**src/rtl/pipeline_ctrl.sv**
```systemverilog
// ---------------------------------------------------------------------------
// pipeline_ctrl
//
// Hazard and stall controller for a classic five-stage in-order pipeline
// (IF, ID, EX, MEM, WB). It produces the per-stage register enables and
// bubble-insert flushes, tracks outstanding data-memory accesses, declares a
// sticky fault if memory never answers, and counts fetch-stall cycles.
//
// Parameters
//   MEM_TIMEOUT : maximum MEM_WAIT cycles before a fault is declared
//   CNT_W       : width of the stall counter
//
// Ports
//   clk, rst                 : clock, asynchronous active-high reset
//   id_rs1, id_rs2           : source register indices of the ID instruction
//   id_rs1_used, id_rs2_used : the corresponding source is actually read
//   ex_rd                    : destination register index of the EX instruction
//   ex_is_load, ex_rd_wren   : EX instruction is a load / writes rd
//   branch_taken             : EX redirects the PC this cycle
//   imem_stall               : fetched instruction not yet valid
//   mem_req, mem_ack         : MEM stage access request / completion
//   stall_cnt_clr            : synchronous clear of stall_cnt
//   pc_en .. mem_wb_en       : pipeline register enables
//   if_id_flush .. mem_wb_flush : load a bubble into that pipeline register
//   mem_busy                 : controller is waiting on data memory
//   timeout_err              : sticky memory-timeout fault flag
//   stall_cnt                : saturating count of cycles with pc_en low
// ---------------------------------------------------------------------------
module pipeline_ctrl #(
  parameter int MEM_TIMEOUT = 255,
  parameter int CNT_W       = 16
) (
  input  logic             clk,
  input  logic             rst,
  input  logic [4:0]       id_rs1,
  input  logic [4:0]       id_rs2,
  input  logic             id_rs1_used,
  input  logic             id_rs2_used,
  input  logic [4:0]       ex_rd,
  input  logic             ex_is_load,
  input  logic             ex_rd_wren,
  input  logic             branch_taken,
  input  logic             imem_stall,
  input  logic             mem_req,
  input  logic             mem_ack,
  input  logic             stall_cnt_clr,
  output logic             pc_en,
  output logic             if_id_en,
  output logic             id_ex_en,
  output logic             ex_mem_en,
  output logic             mem_wb_en,
  output logic             if_id_flush,
  output logic             id_ex_flush,
  output logic             ex_mem_flush,
  output logic             mem_wb_flush,
  output logic             mem_busy,
  output logic             timeout_err,
  output logic [CNT_W-1:0] stall_cnt
);

  // wait_cnt only has to hold 0 .. MEM_TIMEOUT-1: the last value triggers the fault.
  localparam int WAIT_W = (MEM_TIMEOUT > 1) ? $clog2(MEM_TIMEOUT) : 1;
  localparam logic [WAIT_W-1:0] WAIT_LAST = WAIT_W'(MEM_TIMEOUT - 1);

  typedef enum logic [1:0] {
    ST_RUN      = 2'd0,
    ST_MEM_WAIT = 2'd1,
    ST_ERROR    = 2'd2
  } state_t;

  state_t             state_r;
  state_t             state_next_s;
  logic [WAIT_W-1:0]  wait_cnt_r;
  logic [WAIT_W-1:0]  wait_cnt_next_s;
  logic               timeout_err_r;
  logic [CNT_W-1:0]   stall_cnt_r;

  logic               load_use_s;
  logic               pc_en_s;
  logic               if_id_en_s;
  logic               id_ex_en_s;
  logic               ex_mem_en_s;
  logic               mem_wb_en_s;
  logic               if_id_flush_s;
  logic               id_ex_flush_s;
  logic               mem_wb_flush_s;
  logic               count_stall_s;

  // Load-use hazard: ID reads a register that the load in EX has not produced yet.
  always_comb begin
    load_use_s = 1'b0;
    if (ex_is_load && ex_rd_wren && (ex_rd != 5'd0)) begin
      load_use_s = (id_rs1_used && (id_rs1 == ex_rd)) ||
                   (id_rs2_used && (id_rs2 == ex_rd));
    end else begin
      load_use_s = 1'b0;
    end
  end

  // Next-state and enable/flush decode. An un-acked memory access outranks
  // the ID/IF hazards because every older stage must freeze behind it; the
  // stalled MEM instruction is replaced by a bubble heading into WB.
  always_comb begin
    state_next_s    = state_r;
    wait_cnt_next_s = wait_cnt_r;
    pc_en_s         = 1'b1;
    if_id_en_s      = 1'b1;
    id_ex_en_s      = 1'b1;
    ex_mem_en_s     = 1'b1;
    mem_wb_en_s     = 1'b1;
    if_id_flush_s   = 1'b0;
    id_ex_flush_s   = 1'b0;
    mem_wb_flush_s  = 1'b0;

    case (state_r)
      ST_RUN: begin
        wait_cnt_next_s = {WAIT_W{1'b0}};
        if (mem_req && !mem_ack) begin
          pc_en_s        = 1'b0;
          if_id_en_s     = 1'b0;
          id_ex_en_s     = 1'b0;
          ex_mem_en_s    = 1'b0;
          mem_wb_flush_s = 1'b1;
          state_next_s   = ST_MEM_WAIT;
        end else if (branch_taken) begin
          // Redirect wins over imem_stall: the pending fetch is discarded anyway.
          if_id_flush_s = 1'b1;
          id_ex_flush_s = 1'b1;
        end else if (load_use_s) begin
          // Hold PC and IF/ID, let EX drain with a bubble behind it.
          pc_en_s       = 1'b0;
          if_id_en_s    = 1'b0;
          id_ex_flush_s = 1'b1;
        end else if (imem_stall) begin
          pc_en_s       = 1'b0;
          if_id_flush_s = 1'b1;
        end else begin
          pc_en_s = 1'b1;
        end
      end

      ST_MEM_WAIT: begin
        if (mem_ack) begin
          wait_cnt_next_s = {WAIT_W{1'b0}};
          state_next_s    = ST_RUN;
        end else begin
          pc_en_s        = 1'b0;
          if_id_en_s     = 1'b0;
          id_ex_en_s     = 1'b0;
          ex_mem_en_s    = 1'b0;
          mem_wb_flush_s = 1'b1;
          if (wait_cnt_r == WAIT_LAST) begin
            wait_cnt_next_s = {WAIT_W{1'b0}};
            state_next_s    = ST_ERROR;
          end else begin
            wait_cnt_next_s = wait_cnt_r + WAIT_W'(1);
          end
        end
      end

      ST_ERROR: begin
        pc_en_s     = 1'b0;
        if_id_en_s  = 1'b0;
        id_ex_en_s  = 1'b0;
        ex_mem_en_s = 1'b0;
        mem_wb_en_s = 1'b0;
      end

      default: begin
        pc_en_s      = 1'b0;
        if_id_en_s   = 1'b0;
        id_ex_en_s   = 1'b0;
        ex_mem_en_s  = 1'b0;
        mem_wb_en_s  = 1'b0;
        state_next_s = ST_ERROR;
      end
    endcase
  end

  // ERROR is a parking state: its pc_en=0 is not a pipeline stall.
  always_comb begin
    count_stall_s = 1'b0;
    if ((state_r == ST_RUN) || (state_r == ST_MEM_WAIT)) begin
      count_stall_s = !pc_en_s;
    end else begin
      count_stall_s = 1'b0;
    end
  end

  // FSM state, wait counter and sticky fault flag.
  always_ff @(posedge clk or posedge rst) begin
    if (rst) begin
      state_r       <= ST_RUN;
      wait_cnt_r    <= {WAIT_W{1'b0}};
      timeout_err_r <= 1'b0;
    end else begin
      state_r       <= state_next_s;
      wait_cnt_r    <= wait_cnt_next_s;
      timeout_err_r <= timeout_err_r || (state_next_s == ST_ERROR);
    end
  end

  // Saturating stall counter; clear outranks increment.
  always_ff @(posedge clk or posedge rst) begin
    if (rst) begin
      stall_cnt_r <= {CNT_W{1'b0}};
    end else if (stall_cnt_clr) begin
      stall_cnt_r <= {CNT_W{1'b0}};
    end else if (count_stall_s && (stall_cnt_r != {CNT_W{1'b1}})) begin
      stall_cnt_r <= stall_cnt_r + CNT_W'(1);
    end else begin
      stall_cnt_r <= stall_cnt_r;
    end
  end

  // Enables and flushes are combinational so hazards act in the same cycle;
  // reset forces every control low immediately.
  assign pc_en        = pc_en_s        & ~rst;
  assign if_id_en     = if_id_en_s     & ~rst;
  assign id_ex_en     = id_ex_en_s     & ~rst;
  assign ex_mem_en    = ex_mem_en_s    & ~rst;
  assign mem_wb_en    = mem_wb_en_s    & ~rst;
  assign if_id_flush  = if_id_flush_s  & ~rst;
  assign id_ex_flush  = id_ex_flush_s  & ~rst;
  assign ex_mem_flush = 1'b0;
  assign mem_wb_flush = mem_wb_flush_s & ~rst;
  assign mem_busy     = (state_r == ST_MEM_WAIT) & ~rst;
  assign timeout_err  = timeout_err_r;
  assign stall_cnt    = stall_cnt_r;

endmodule

```
**config.mk**
```make
export PLATFORM = sky130hd
export DESIGN_NAME = pipeline_ctrl
export DESIGN_NICKNAME = d
export VERILOG_FILES = /design/src/rtl/pipeline_ctrl.sv
export SDC_FILE = /design/constraint.sdc
export NUM_CORES = 1
export LEC_CHECK = 0
export BUFFER_PORTS_ARGS = -buffer_cell sky130_fd_sc_hd__buf_4
export CORE_UTILIZATION = 56
export DETAILED_ROUTE_END_ITERATION = 7
export HOLD_SLACK_MARGIN = 0.02
export MAX_ROUTING_LAYER = met4
export PLACE_DENSITY = 0.92
export SYNTH_ARGS = -nofsm -noshare
export SYNTH_HDL_FRONTEND = slang
export SYNTH_SLANG_ARGS = --single-unit
```
**constraint.sdc**
```tcl
create_clock -name clk -period 6.8 [get_ports clk]
set_clock_uncertainty 0.15 [all_clocks]
set_input_delay 1.02 -clock clk [delete_from_list [all_inputs] [get_ports clk]]
set_output_delay 1.02 -clock clk [all_outputs]
set_load 0.03 [all_outputs]
```
==> results.md, run 1 <==
- Drt pass-1 iters: 4
- Number of max-cap violations: 0
- Share of cells above drive strength 1: 0.255
- CTS tree: done
- CP startpoint kind: primary input
- Total wire length: 4120 um
- Most common cell in the synthesized netlist: dfrtp_1
- Post-route setup TNS: 0 ps
- DR vias: 1709
- Synth warn: 0
- Sink Count: 27
- Peak supply drop: about 0.11 mV
- Worst setup EP type: primary output
- Unrepaired setup endpoints after global routing: no
- Synth area leader: dfrtp_1
- Tmin final: 3630 ps
- WL/cell: 13.9 um
- Drc violations: 0
- Placed wire-length estimate: 2970 um
- Crit Reg-Reg Startpoint: state_r[0]
- Power density over the cells: about 130 nW/um2
- Die Width: 59.0 um
- Slew headroom: 0.337
- Launch point of the worst path: ex_rd[0]
- Worst path required time: roughly 5600 ps
- Via density: about 5.8
- Post-CTS Setup Bufs: 0
- H-tree depth: 1
- Slew @ Worst Pin: 993 ps
- Post-route cell area: 2200 um2
- Count of final setup violators: 0
- Area Growth Syn to Fin: 20.9%
- Rows: 20
- Diodes inserted: 0
- Worst setup path category: primary input to primary output
- FMAX: around 0.28 GHz
- Commonest register cell after synthesis: dfrtp_1
- Async SR Flop Fraction: 1.00
- Library cells used by synthesis: 44
- Synth top area share: 0.371
- Final RePlAce weighted congestion: a little under 0.8
- Synth area leaders: dfrtp_1 37%, xnor2_1 4.8%, nand3_1 4.1%
- Final Cycle Share: 0.534
- Number of global-route vias before repair: between 1500 and 2000
- Longest Clk Path Bufs: 2
- Most frequent cells after synthesis: 27 x dfrtp_1, 16 x nand2_1, 16 x nor2_1
- Seq cells post-synth: 27
- Status: complete, no violations
- Worst hold path class: register to register
- Port Buf Inserts: 51
- Post_cts resized: 0
- Largest net degree at the start of global routing: 28
- Global Route Usage Sum: 0.257
- Mapped Cells: 208
- Critical Path AT: 2460 ps
- Crit path max fanout: 3
- I/O pin total: 53
- Fill count: 252
- Die H: 59.0 um
- Initial Util: 0.592
- Hold Startpoint: timeout_err
- Dpl cell area: ~2200 um2
- First-pass GRT wire length: 6730 um
- Final Max Tran Viols: 0
- DRT iter0 DRCs: between 60 and 70
- Syn_area_per_cell: around 8.8 um2
- Initial antenna violation count: 0
- Core footprint: 3080 um2
- Syn nets: roughly 240
- Fin. Hold Viols: 0
- Post-DRT Antenna Nets: 0
- Hold buffers post-CTS: 0
- NumNets Final: 281
- Post-synth EDFFs: 0
- Clk Latency, worst-skew pair: 310 ps
- Util after Layout: 0.715
- Clock slew at reported path FFs: 130 ps
- Root Buffer: clkbuf_4
- Leakage power total: 0.949 nW
- Grt ovf: 0
- Total CTS buffers: 3
- Cell Area, Synth: 1820 um2
- Seq/Total Area, Yosys: 0.371
- Pwr Total: between 0.2 and 0.3 mW
- Die ar.: 3490 um2
## logic make-up (layout without fill, tap and decap cells)
family                     count (synthesis)  after routing  synth area share
AOI/OAI and AO/OA                         55             55             0.209
xor gates and xnor gates                  12             12            0.0577
adders and majority gates                  3              3            0.0206
buffers and inverters                     21             64            0.0646
DFF                                       27             27             0.371
muxes                                      4              4            0.0309
other                                      1              1           0.00206
and+or+nand+nor                           85             85             0.245
## metal layers
| metal | GRT usage | vias to the layer above | wire length (um) |
|---|---|---|---|
| met5 | - | - | 0 |
| met4 | 0.0816 | 0 | 42 |
| met3 | 0.0328 | 6 | 228 |
| met2 | 0.448 | 53 | 1990 |
| met1 | 0.308 | 804 | 1860 |
| li1 | - | 846 | - |
## worst paths after layout
path,end,slack [ps],depth (start not counted)
worst max-delay path,pc_en,3170,7
worst min-delay path,timeout_err,340,1
worst max register to register,stall_cnt[12],4160,5
worst min register to register,timeout_err,340,1
max in group asynchronous,stall_cnt[0],5110,2
min in group asynchronous,timeout_err,790,2
## stage by stage
stage	hold slack (ps)	setup WS (ps)	cells
after CTS	344	3160	295
after global placement	301	3190	291
final	338	3170	295
after global routing	368	3080	295
after floorplan	295	3210	208
after detailed placement	311	3160	291
## final cells by class
type	count	area, um2	share of cell area
Tap cell	44	55.1	0.0250
Clock buffer	4	26.3	0.0119
Multi-Input combinational cell	160	1030	0.467
Inverter	9	33.8	0.0153
Sequential cell	27	676	0.307
Timing Repair Buffer	51	383	0.174
## critical path, cell delays in order
cell and delay (ps):
buf_4 120, or3_1 370, o311a_1 320, and2_1 190, o21a_1 170, nor2_1 90
buf_4 170
## flip-flops by register name (all words and copies together) (netlist names)
signal and cells:
stall_cnt 16, state_r 2, wait_cnt_r 8, timeout_err 1
## report_power, final
part / switching, mW / internal [mW] / total (mW)
Clock: 0.0436 / 0.0229 / 0.0666
Combinational: 0.0352 / 0.0260 / 0.0612
Sequential: 0.00335 / 0.162 / 0.166
## layout by cell type, fill, tap and decap left out, types with 3 or more instances in the layout
cell type | Yosys | final
xnor2_1 | 10 | 10
ha_1 | 3 | 3
nor2_1 | 16 | 16
mux2_4 | 3 | 3
nor3_1 | 7 | 7
or4_1 | 8 | 8
nand4_1 | 3 | 3
o31ai_1 | 9 | 9
dfrtp_1 | 27 | 27
and2_1 | 3 | 3
o21a_1 | 3 | 3
nand3_1 | 15 | 15
or3_1 | 3 | 3
and3_1 | 4 | 4
clkbuf_4 | 0 | 3
o21ai_0 | 12 | 12
inv_1 | 9 | 9
nand2_1 | 16 | 16
buf_4 | 2 | 51
a21oi_1 | 13 | 13
nor2b_1 | 5 | 5
Power figures use the tool's default switching activity.
==> inputs of run 2 (changes only) <==
ABC_AREA = 1   (was not set)
CORE_UTILIZATION = 53   (was 56)
PLACE_DENSITY = 0.87   (was 0.92)
clock period = 3.75 ns   (was 6.8 ns; I/O delays follow)
==> run 2 against run 1 <==
Sequential cell count stayed put. Clock-buffer cell count stayed put. First-iteration DRC count is 45% higher. Critical path type is now register to primary output.
==> results.md, run 2 <==
- Status: complete, no violations
- Port Buf Inserts: 51 (unchanged)
- Internal power: 0.393 mW (+86%)
- Crit Reg-Reg Startpoint: stall_cnt[0]
- DR vias: 1961 (+15%)
- Post_cts resized: 0 (unchanged)
- Initial antenna violation count: 0 (unchanged)
- Worst slack at placement: 1330 ps (-1830 ps)
- FF-to-FF setup slack: 1720 ps (-2440 ps)
- Worst setup path category: register to primary output
- Clock power frac: 0.315 (+0.088)
- Crit path max fanout: 18 (+15)
- Share of cells above drive strength 1: 0.235 (-0.0200)
- Synth top area share: 0.335 (-0.0359)
- Die ar.: 4060 um2 (+16%)
- Final Cycle Share: 0.662
- Largest net degree at the start of global routing: 33 (+18%)
- Seq/Total Area, Yosys: 0.335 (-0.0359)
- Library cells used by synthesis: 34 (-23%)
- Drt pass-1 iters: 4 (unchanged)
- Synth area leader: dfrtp_1
- Sink Count: 27 (unchanged)
- DRT iter0 DRCs: 97 (+45%)
- Switching share of power: 0.231 (-0.0493)
- Most frequent cells after synthesis: 74 x nand2_1, 35 x inv_1, 29 x nor2_1
- Post-route setup TNS: 0 ps (unchanged)
- Unrepaired setup endpoints after global routing: no
- Diodes inserted: 0 (unchanged)
- CTS tree: done
- Cell Area, Synth: 2020 um2 (+11%)
- Post-synth EDFFs: 0 (unchanged)
- FF-to-FF path depth: 11 (+6)
- Fill count: 343 (+36%)
- Synth warn: 0 (unchanged)
- Commonest register cell after synthesis: dfrtp_1
- CP startpoint kind: register
- Clk Latency, worst-skew pair: 270 ps (-40 ps)
- Final RePlAce weighted congestion: 0.827 (+6.0%)
- Seq pwr share: 0.570 (+0.005)
- Syn nets: 313 (+32%)
- Die Width: 63.7 um (+7.9%)
- Crit Reg-Reg Endpoint: stall_cnt[12]
- Longest Clk Path Bufs: 2 (unchanged)
- Die H: 63.7 um (+7.9%)
- First-pass GRT wire length: 7430 um (+10%)
- Most frequent cells in the layout: 74 x nand2_1, 52 x buf_4, 35 x inv_1
- Mapped Cells: 284 (+37%)
- Core footprint: 3660 um2 (+19%)
- Post-route cell area: 2450 um2 (+11%)
- NumNets Final: 362 (+29%)
- Grt ovf: 0 (unchanged)
- Initial Util: 0.551 (-0.0409)
- Async SR Flop Fraction: 1.00 (unchanged)
- FMAX: 0.403 GHz
- Clock slew at reported path FFs: 90 ps (-40 ps)
- Peak supply drop: 0.172 mV (+51%)
- Number of global-route vias before repair: 1760 (+11%)
- Critical Path AT: 1770 ps (-690 ps)
- Dpl cell area: 2400 um2 (+10%)
- Post-CTS Setup Bufs: 0 (unchanged)
- Logic pwr share: 0.115 (-0.093)
- Root Buffer: clkbuf_8
- Max reg flops: 16 (unchanged)
- Drc violations: 0 (unchanged)
- Fin. Hold Viols: 0 (unchanged)
- Rows: 22 (+10%)
- Seq cells post-synth: 27 (unchanged)
- Power density over the cells: 208 nW/um2 (+56%)
- Slew headroom: 0.378 (+0.0409)
- Net Switching: 0.118 mW (+43%)
- Syn_area_per_cell: 7.10 um2 (-19%)
- Total wire length: 4260 um (+3.4%)
- H-tree depth: 1 (unchanged)
- Final Max Tran Viols: 0 (unchanged)
- Worst path required time: 3040 ps (-2590 ps)
- Area Growth Syn to Fin: 21.3%
- Via density: 5.16 (-11%)
- Most common cell after layout, fill and taps aside: nand2_1
- Post-DRT Antenna Nets: 0 (unchanged)
- Worst setup EP type: primary output
- Hold buffers post-CTS: 0 (unchanged)
- Util after Layout: 0.668 (-0.0470)
- Tmin final: 2480 ps
- Worst setup margin: 1270 ps (-1900 ps)
- Total CTS buffers: 3 (unchanged)
- Placed wire-length estimate: 3230 um (+8.8%)
- Count of final setup violators: 0 (unchanged)
- Number of max-cap violations: 0 (unchanged)
- Slew @ Worst Pin: 932 ps (-61.2 ps)
- Worst hold path class: primary input to asynchronous set/reset pin
- Most common cell in the synthesized netlist: nand2_1
- Synth area leaders: dfrtp_1 33%, nand2_1 14%, nand4_1 6.8%
- I/O pin total: 53 (unchanged)
- WL/cell: 11.2 um (-20%)
- Global Route Usage Sum: 0.236 (-0.0212)
- Leakage power total: 1.42 nW (+50%)
[run 2: cell types whose count changed after synthesis, moves of 6 or more]
cell,before,now
nand2_1,16,74
inv_1,9,35
nand4_1,3,22
nor2_1,16,29
xor2_1,2,14
o31ai_1,9,0
inv_2,0,8
nand3_1,15,23
o21ai_0,12,4
or4_1,8,0
xnor2_1,10,3
a21oi_1,13,7
[run 2: kinds of logic after synthesis]
group / after synthesis / synth area share
simple gates: 165 / 0.397
buf+inv: 53 / 0.124
flops: 27 / 0.335
compound gates: 18 / 0.0496
xor+xnor: 17 / 0.0738
fa+ha+maj: 3 / 0.0186
other cells: 1 / 0.00186
[run 2: cell type report]
type | count | area (um2) | share of cell area
Clock buffer | 4 | 45.0 | 0.0184
Inverter | 45 | 185 | 0.0757
Multi-Input combinational cell | 204 | 1090 | 0.446
Sequential cell | 27 | 676 | 0.276
Tap cell | 48 | 60.1 | 0.0245
Timing Repair Buffer | 52 | 390 | 0.160
[run 2: routing by layer]
layer	wire, um	part of all wire	track usage
met3	187	0.044	0.0290
met5	0	0	-
met1	1910	0.45	0.284
met4	60	0.014	0.0739
met2	2100	0.49	0.407
[run 2: power groups by stage]
| stage | sequential, mW | clock, mW | combinational [mW] |
|---|---|---|---|
| after detailed placement | 0.297 | 0 | 0.0593 |
| after global placement | 0.297 | 0 | 0.0583 |
| after CTS | 0.291 | 0.166 | 0.0595 |
| final | 0.291 | 0.161 | 0.0588 |
| after global routing | 0.291 | 0.178 | 0.0674 |
| after floorplan | 0.297 | 0 | 0.0308 |
[run 2: how the worst max path moves through the flow]
stage,start,endpoint,slack (ps),cells past startpoint
2_1_floorplan,rst,id_ex_flush,1190,3
3_3_place_gp,ex_rd[3],pc_en,1370,11
3_5_place_dp,ex_rd[1],pc_en,1330,11
4_1_cts,state_r[1],pc_en,1240,8
5_1_grt,state_r[1],pc_en,1050,8
6_report,state_r[1],pc_en,1270,8
[run 2: per-stage QoR]
stage	hold slack (ps)	total power [mW]	cells
2_1_floorplan	350	0.327	284
3_3_place_gp	302	0.355	376
3_5_place_dp	310	0.356	376
4_1_cts	270	0.517	380
5_1_grt	303	0.536	380
6_report	257	0.510	380
[run 2: worst max-delay path: stages (launching register included)]
cell and delay [ps]:
dfrtp_1 470, nor2_1 180, nand2_1 110, nand2_1 80, inv_2 50, nand3_4 80
nand3_4 210, nor2_1 160, buf_4 170
